--- config.mk ---
export PLATFORM = sky130hd
export DESIGN_NAME = fft_out_stream_flat
export DESIGN_NICKNAME = d
export VERILOG_FILES = /design/src/rtl/fft_out_stream_if.sv /design/src/rtl/fft_out_stream.sv /design/src/flat_wrapper.sv
export SDC_FILE = /design/constraint.sdc
export NUM_CORES = 1
export LEC_CHECK = 0
export ABC_AREA = 1
export ABC_CLOCK_PERIOD_IN_PS = 3550
export CORE_AREA = 2 2 207 158
export DETAILED_ROUTE_END_ITERATION = 16
export DIE_AREA = 0 0 209 160
export GPL_TIMING_DRIVEN = 0
export PLACE_DENSITY = 0.77
export REMOVE_ABC_BUFFERS = 1
export SLEW_MARGIN = 20
export SYNTH_ARGS = -nofsm -noshare
export SYNTH_HDL_FRONTEND = slang
export SYNTH_SLANG_ARGS = --single-unit
--- constraint.sdc ---
create_clock -name clk -period 3.55 [get_ports clk]
set_input_delay 0.355 -clock clk [delete_from_list [all_inputs] [get_ports clk]]
set_output_delay 0.355 -clock clk [all_outputs]
set_load 0.02 [all_outputs]
--- src/rtl/fft_out_stream_if.sv ---
// fft_out_stream_if: bank read-side inputs and natural-order output stream of fft_out_stream.
// Revision 1.0
`default_nettype none

interface fft_out_stream_if #(
  parameter int DWIDTH = 32
);
  logic [10:0]       i_point;
  logic              i_valid;
  logic              i_bank_sel;
  logic [DWIDTH-1:0] i_rdata0;
  logic [DWIDTH-1:0] i_rdata1;
  logic              i_ready;
  logic [DWIDTH-1:0] o_data;
  logic              o_valid;
  logic              o_sop;
  logic              o_eop;
  logic [9:0]        o_index;
  logic              o_overflow;
  logic [6:0]        o_level;

  modport slave (
    input  i_point, i_valid, i_bank_sel, i_rdata0, i_rdata1, i_ready,
    output o_data, o_valid, o_sop, o_eop, o_index, o_overflow, o_level
  );

  modport master (
    output i_point, i_valid, i_bank_sel, i_rdata0, i_rdata1, i_ready,
    input  o_data, o_valid, o_sop, o_eop, o_index, o_overflow, o_level
  );
endinterface

`default_nettype wire

--- src/rtl/fft_out_stream.sv ---
// fft_out_stream: tags bank read samples with frame bin index and buffers them in a FWFT FIFO.
// Revision 1.0
`default_nettype none

module fft_out_stream #(
  parameter int DWIDTH     = 32,
  parameter int FIFO_DEPTH = 8
) (
  input  logic             clk,
  input  logic             reset,
  fft_out_stream_if.slave  bus
);
  localparam int         AW        = $clog2(FIFO_DEPTH);
  localparam int         EW        = DWIDTH + 12;
  localparam logic [6:0] DEPTH_LVL = 7'(FIFO_DEPTH);
  localparam logic [10:0] MAX_PT   = 11'd1024;

  logic [EW-1:0]     mem [FIFO_DEPTH];
  logic [AW-1:0]     wr_ptr;
  logic [AW-1:0]     rd_ptr;
  logic [6:0]        level;
  logic              overflow;
  logic [9:0]        r_idx;
  logic [10:0]       r_npt;

  logic [DWIDTH-1:0] sample;
  logic [10:0]       pt_eff;
  logic [10:0]       npt_cur;
  logic              is_first;
  logic              is_last;
  logic              push;
  logic              pop;
  logic              not_empty;
  logic [EW-1:0]     head;

  assign sample   = bus.i_bank_sel ? bus.i_rdata1 : bus.i_rdata0;
  assign pt_eff   = (bus.i_point < 11'd2 || bus.i_point > MAX_PT) ? MAX_PT : bus.i_point;
  assign is_first = (r_idx == 10'd0);
  // Bin 0 uses the frame size being loaded in the same cycle.
  assign npt_cur  = is_first ? pt_eff : r_npt;
  assign is_last  = ({1'b0, r_idx} == (npt_cur - 11'd1));

  assign not_empty = (level != 7'd0);
  assign pop       = not_empty && bus.i_ready;
  assign push      = bus.i_valid && ((level < DEPTH_LVL) || pop);

  always_ff @(posedge clk) begin
    if (reset) begin
      r_idx <= '0;
      r_npt <= MAX_PT;
    end else if (bus.i_valid) begin
      if (is_first) r_npt <= pt_eff;
      r_idx <= is_last ? 10'd0 : r_idx + 10'd1;
    end
  end

  always_ff @(posedge clk) begin
    if (push) mem[wr_ptr] <= {sample, is_first, is_last, r_idx};
  end

  always_ff @(posedge clk) begin
    if (reset) begin
      wr_ptr   <= '0;
      rd_ptr   <= '0;
      level    <= '0;
      overflow <= 1'b0;
    end else begin
      if (push) wr_ptr <= wr_ptr + AW'(1);
      if (pop)  rd_ptr <= rd_ptr + AW'(1);
      case ({push, pop})
        2'b10:   level <= level + 7'd1;
        2'b01:   level <= level - 7'd1;
        default: level <= level;
      endcase
      if (bus.i_valid && !push) overflow <= 1'b1;
    end
  end

  assign head           = mem[rd_ptr];
  assign bus.o_valid    = not_empty;
  assign bus.o_data     = not_empty ? head[EW-1:12] : '0;
  assign bus.o_sop      = not_empty & head[11];
  assign bus.o_eop      = not_empty & head[10];
  assign bus.o_index    = not_empty ? head[9:0] : 10'd0;
  assign bus.o_overflow = overflow;
  assign bus.o_level    = level;
endmodule

`default_nettype wire

--- src/flat_wrapper.sv ---
// flat-port wrapper written by rule: the top's interface ports become plain ports
module fft_out_stream_flat 
#(
  parameter int DWIDTH     = 32,
  parameter int FIFO_DEPTH = 8
)
  (clk, reset, bus_i_point, bus_i_valid, bus_i_bank_sel, bus_i_rdata0, bus_i_rdata1, bus_i_ready, bus_o_data, bus_o_valid, bus_o_sop, bus_o_eop, bus_o_index, bus_o_overflow, bus_o_level);
  fft_out_stream_if #(.DWIDTH(DWIDTH)) bus_i ();
  input  logic clk;
  input  logic reset;
  input wire logic [$bits(bus_i.i_point)-1:0] bus_i_point;
  input wire logic [$bits(bus_i.i_valid)-1:0] bus_i_valid;
  input wire logic [$bits(bus_i.i_bank_sel)-1:0] bus_i_bank_sel;
  input wire logic [$bits(bus_i.i_rdata0)-1:0] bus_i_rdata0;
  input wire logic [$bits(bus_i.i_rdata1)-1:0] bus_i_rdata1;
  input wire logic [$bits(bus_i.i_ready)-1:0] bus_i_ready;
  output wire logic [$bits(bus_i.o_data)-1:0] bus_o_data;
  output wire logic [$bits(bus_i.o_valid)-1:0] bus_o_valid;
  output wire logic [$bits(bus_i.o_sop)-1:0] bus_o_sop;
  output wire logic [$bits(bus_i.o_eop)-1:0] bus_o_eop;
  output wire logic [$bits(bus_i.o_index)-1:0] bus_o_index;
  output wire logic [$bits(bus_i.o_overflow)-1:0] bus_o_overflow;
  output wire logic [$bits(bus_i.o_level)-1:0] bus_o_level;
  assign bus_i.i_point = bus_i_point;
  assign bus_i.i_valid = bus_i_valid;
  assign bus_i.i_bank_sel = bus_i_bank_sel;
  assign bus_i.i_rdata0 = bus_i_rdata0;
  assign bus_i.i_rdata1 = bus_i_rdata1;
  assign bus_i.i_ready = bus_i_ready;
  assign bus_o_data = bus_i.o_data;
  assign bus_o_valid = bus_i.o_valid;
  assign bus_o_sop = bus_i.o_sop;
  assign bus_o_eop = bus_i.o_eop;
  assign bus_o_index = bus_i.o_index;
  assign bus_o_overflow = bus_i.o_overflow;
  assign bus_o_level = bus_i.o_level;
  fft_out_stream #(.DWIDTH(DWIDTH), .FIFO_DEPTH(FIFO_DEPTH)) u_core (.clk(clk), .reset(reset), .bus(bus_i));
endmodule
==> Word-level counts from Yosys, hierarchy flattened <==
Memory sizes are Yosys's and may differ from the RTL's. A register that Yosys moved wholly into a read port is not among the register bits.
Index checks and enable logic that the tools add are counted.
W data, S select, Z words.
{ "word_totals": {"regBits": 35, "ramBits": 352, "inputBits": 80, "out_inout_bits": 53, "wordCells": 41, "n_memories": 1} }
{ "classes": {"addsub": 6, "n_lt_le_gt_ge": 3, "eq_ne": 3, "mux": 11, "bitwise": 2, "n_reduce_logical": 9} }
{ "memory_table": {"columns": ["name", "depth", "width", "read_ports", "rd_ports_with_merged_regs", "write_ports", "line_no", "rtl"], "rows": [
  ["u_core.mem", 8, 44, 1, 1, 1, "fft_out_stream.sv:18", "logic [EW-1:0] mem [FIFO_DEPTH];"]
]} }
{ "op_table": {"columns": ["op", "n"], "rows": [
  ["$mux W32", 2],
  ["$mux W11", 2],
  ["$mux W10", 2],
  ["$pmux W7 S2", 1],
  ["$eq A10 B11 Y1", 1],
  ["$gt A11 B11 Y1 const B", 1],
  ["$lt A11 B2 Y1 const B", 1],
  ["$sub A11 B1 Y11 const B", 1],
  ["$add A10 B1 Y10 const B", 1],
  ["$logic_not A10 Y1", 1],
  ["$add A7 B1 Y7 const B", 1],
  ["$lt A7 B4 Y1 const B", 1],
  ["$reduce_bool A7 Y1", 1],
  ["$sub A7 B1 Y7 const B", 1],
  ["$add A3 B1 Y3 const B", 2],
  ["$mux W3", 2],
  ["$logic_and A1 B1 Y1", 3],
  ["$and A1 B1 Y1", 2],
  ["$eq A2 B1 Y1 const B", 1],
  ["$eq A2 B2 Y1 const B", 1],
  ["$logic_or A1 B1 Y1", 2],
  ["$mux W1", 2],
  ["$reduce_bool A2 Y1", 1],
  ["$logic_not A1 Y1", 1]
]} }

==> Longest topological paths before layout <==
Gate-level depths: netlist of run 1.
{ "depth": {"depth_word": 7, "depth_mapped": 19, "ltp_nobuf": 18} }

==> Worst setup path before layout of run 1 <==
Ideal clock, no wire load.
{ "synth_path": {"path_kind": "register -> register", "start": "reg u_core.level[3], in the netlist u_core.bus.o_level[3]", "end": "mem u_core.mem[1][0] in the netlist's numbering, enable pin", "setup_ns": 0.445, "arrival_time_ns": 3.379, "required_ns": 3.105, "setup_slack_ns": -0.274, "stages_incl_launch_ff": 11, "cell_sequence": "dfxtp_1 > nor2_1 > nand2_1 > nor4_1 > clkinv_1 > nand2_1 > a21oi_1 > inv_1 > nor2_1 > inv_1 > nor2_1"} }
{ "synth_via": {"elab_chain_len": 6, "elab_cells_between_ends": 7, "classes_between": "1 x order compare; 2 x mux; 4 x reduce/logical"} }
{ "synth_lines": {"columns": ["item", "line_no", "rtl"], "rows": [
  ["start: declaration", "fft_out_stream.sv:21", "logic [6:0] level;"],
  ["start signal: assignment", "fft_out_stream.sv:71", "2'b10: level <= level + 7'd1;"],
  ["start signal: assignment", "fft_out_stream.sv:72", "2'b01: level <= level - 7'd1;"],
  ["start signal: assignment", "fft_out_stream.sv:73", "default: level <= level;"],
  ["branches (longest 2 deep; another with $lt A7 B4 Y1)", null, null],
  ["$logic_or A1 B1 Y1 *", "fft_out_stream.sv:45", "assign push = bus.i_valid && ((level < DEPTH_LVL) || pop);"],
  ["$logic_and A1 B1 Y1 *", "fft_out_stream.sv:45", null],
  ["$mux W1 *", "fft_out_stream.sv:58", "if (push) mem[wr_ptr] <= {sample, is_first, is_last, r_idx};"],
  ["$mux W1 (implied by the code) *", "fft_out_stream.sv:58", null],
  ["end: declaration", "fft_out_stream.sv:18", null]
]} }
Mark *: on every way between the ends.

==> results by group, run 1 <==
Outcome
  • Run status: finished clean

Routing
  • Post-DR wirelength/cell: 19.9 um
  • Initial DRC count: 1284
  • Antenna-violating nets left: 0
  • Total Wirelength: 39900 um
  • DRC viols: 0
  • Vias/cell: 5.76
  • First-pass DRT Iterations: 5
  • Vias post-DR: 11.6k

Global route
  • Largest net degree at the start of global routing: 89
  • Vias in the first global route: 11.6k
  • Total grt overflow: 0
  • Total Routing Usage GR: 23.6%
  • Initial antenna violation count: 0
  • First-pass GRT wire length: 61900 um

Finish
  • Area used by multi-input combinational logic: between 4000 and 5000 um2
  • Nets: 1658
  • Reg area: 11300 um2
  • Share of cells above drive strength 1: 11.4%
  • Area delta synth->final: 21.0%
  • N_diodes: 0
  • Most frequent cells in the layout: edfxtp_1 (352), nor2_1 (315), o21ai_0 (242), clkdlybuf4s50_1 (130), nand2_1 (88)
  • Most common cell after layout, fill and taps aside: edfxtp_1
  • Layout fillers: 2298

Timing
  • Clock Skews: 10.9 ps
  • Relative slew slack: between 50% and 60%
  • Fmax: 299 MHz
  • Final Slew Violations: 0
  • Fin Hold WS: approximately 460 ps
  • Setup TNS: 0 ps
  • Fin. Hold Viols: 0
  • Final period util: 94.3%
  • Actual slew at the worst max-slew pin: 723 ps
  • Tmin final: 3350 ps
  • Worst Slack Setup Final: 201 ps
  • RSZ-0062 raised after global routing: no
  • Final setup viols: 0

Min path
  • Tightest Hold Check Type: reg -> reg

Critical path
  • Critical Path End Type: output pin
  • Startpoint types: flip-flop
  • WS Path Type: reg -> out
  • Worst EP required: roughly 3200 ps
  • Maximum fanout along the worst path: just under 80
  • WP data arrival: 2990 ps

Logic synthesis
  • Synth Flop Type: edfxtp_1
  • Post-synth top area cell: edfxtp_1
  • Syn Inst Count: approximately 1.4k
  • Post-synth ARST share: 0%
  • Post-synth EDFFs: 352
  • Yosys warning total: 0
  • Top cells by area, synth: edfxtp_1 (64%), o21ai_0 (7.4%), nor2_1 (7.3%)
  • Post-Syn Area: 16500 um2
  • Post-synth cell types: 41
  • Synthesized area per cell: about 11 um2
  • Flops & latches, synth: 390
  • Register area share after synthesis: 68.5%
  • Share of the synthesized area in the top cell type: a little under two thirds

Power and ir drop
  • Design Power: between 0.015 and 0.02 W
  • Combinational share of power: just under 40%
  • VDD IR-drop max: 561 uV
  • Power density over the cells: 777 nW/um2
  • Sw frac: 36.0%
  • Clock share of power: 24.0%
  • P_int: approximately 0.0099 W
  • Static Leak: 6.98 nW
  • P_sw: about 0.0056 W
  • Sequential Power Share: 36.9%

Floorplanning
  • Rows: 57
  • Core footprint: 31700 um2
  • IO Pins: 133
  • Die height: approximately 160 um
  • Initial core utilization: 52.1%
  • Die Width: around 210 um
  • Die area: 33400 um2

CTS
  • Clock Root Buffer: clkbuf_16
  • Clock transition at path regs: 60 ps
  • Skew-Pair Late Insertion Delay: about 530 ps
  • Maximum clock insertion buffer count: 3
  • Clk sinks: between 300 and 400
  • Num CTS Buffers: 37
  • CTS tree: done
  • H-tree lvl count: 2

Placement
  • GPL Wtd Cong: 0.892
  • Post-DP HPWL: 22700 um
  • Setup WS pre-CTS: -732 ps
  • PortBufs: 132

Job
  • MaxCap Viol Count: 0
## per-stage QoR
step	utilization, %	instances	instance area, um2
floorplan	-	1364	16200
global placement	56.9	1909	18000
detailed placement	58.8	1931	18700
CTS	62.6	1999	19900
global route	63.0	2007	20000
finish	63.0	2007	20000
## cells in the mapped netlist (2+ instances only)
library cell,n
a21oi_1,21
a21oi_2,2
a31oi_1,45
buf_1,4
clkbuf_1,76
clkinv_1,5
dfxtp_1,38
edfxtp_1,352
ha_1,10
inv_1,57
inv_2,6
mux2_2,33
nand2_1,88
nand2_2,13
nand2_4,2
nand3_1,24
nand3_2,3
nand4_1,4
nor2_1,323
nor2_2,15
nor3_1,3
o211ai_1,6
o21ai_0,243
o22ai_1,44
xnor2_1,3
xor2_1,12
## cell type report
type | instances | area share (%)
flip-flops and latches | 390 | 56.7
multi-input cells | 906 | 23.4
repair buffers | 164 | 9.93
clock buffers | 53 | 5.09
well taps | 413 | 2.58
inverters | 68 | 1.63
clock inverters | 13 | 0.607
## final timing paths
check                                      startpoint                    end  slack, ps  depth (start not counted)
worst max-delay path                        flip-flop         bus_o_index[7]        200                          7
worst min-delay path            u_core.bus.o_overflow  u_core.bus.o_overflow        460                          2
worst max register to register  u_core.bus.o_level[5]      u_core.mem[0][31]        260                         10
worst min register to register  u_core.bus.o_overflow  u_core.bus.o_overflow        460                          2
## per-layer routing
layer  vias to the layer above  part of all wire [%]  global-route usage [%]
met5                         -                     0                       0
met4                         0                   2.3                    6.43
met3                        85                   8.5                    3.97
met2                       555                    48                    40.3
met1                      5529                    41                    31.5
li1                       5391                     -                       -
## power groups by stage
stage	Combinational (W)	Clock (W)	Sequential (W)
2_1_floorplan	0.00303	0	0.00597
3_5_place_dp	0.00570	0	0.00590
3_3_place_gp	0.00525	0	0.00613
4_1_cts	0.00588	0.00377	0.00578
6_report	0.00607	0.00373	0.00573
5_1_grt	0.00657	0.00396	0.00577
## cell families (layout without fill, tap and decap cells)
| group | after synthesis | after routing | share of synthesized area [%] |
|---|---|---|---|
| compound gates | 366 | 366 | 12.0 |
| xor+xnor | 15 | 15 | 0.795 |
| fa+ha+maj | 11 | 11 | 0.878 |
| buf+inv | 151 | 298 | 3.50 |
| flops | 390 | 390 | 68.5 |
| mux | 33 | 33 | 2.25 |
| simple gates | 481 | 481 | 12.0 |
## state kept, by name, indices dropped and copies added, names as in the netlist, named ones only
signal                 flops
u_core.r_npt              11
u_core.bus.o_level         7
u_core.mem               352
u_core.r_idx              10
u_core.wr_ptr              3
u_core.rd_ptr              3
u_core.bus.o_overflow      1
## repair_timing
action,in CTS,in global routing
cloned,1,0
gates resized for setup,5,11
pin swaps,0,2
hold buffers,0,0
endpoints found under the setup margin,125,88
buffers inserted,1,8
## critical path: stages (launching register included)
cell             delay [ps]
dfxtp_4                 620
clkinv_16               260
buf_16                  270
o21ai_0                 240
o22ai_1                 120
o21ai_0                 190
a31oi_1                 110
clkdlybuf4s50_1         600
Note: power is estimated with default switching activity, not from simulation.
==> run 2: changes to the inputs <==
--- a/config.mk
+++ b/config.mk
@@ -8,6 +8,7 @@
 export ABC_AREA = 1
 export ABC_CLOCK_PERIOD_IN_PS = 3550
 export CORE_AREA = 2 2 207 158
+export CTS_CLUSTER_DIAMETER = 100
 export DETAILED_ROUTE_END_ITERATION = 16
 export DIE_AREA = 0 0 209 160
 export GPL_TIMING_DRIVEN = 0
==> results of run 2 <==
The final DEF is identical to that of run 1; final timing and power are the same.
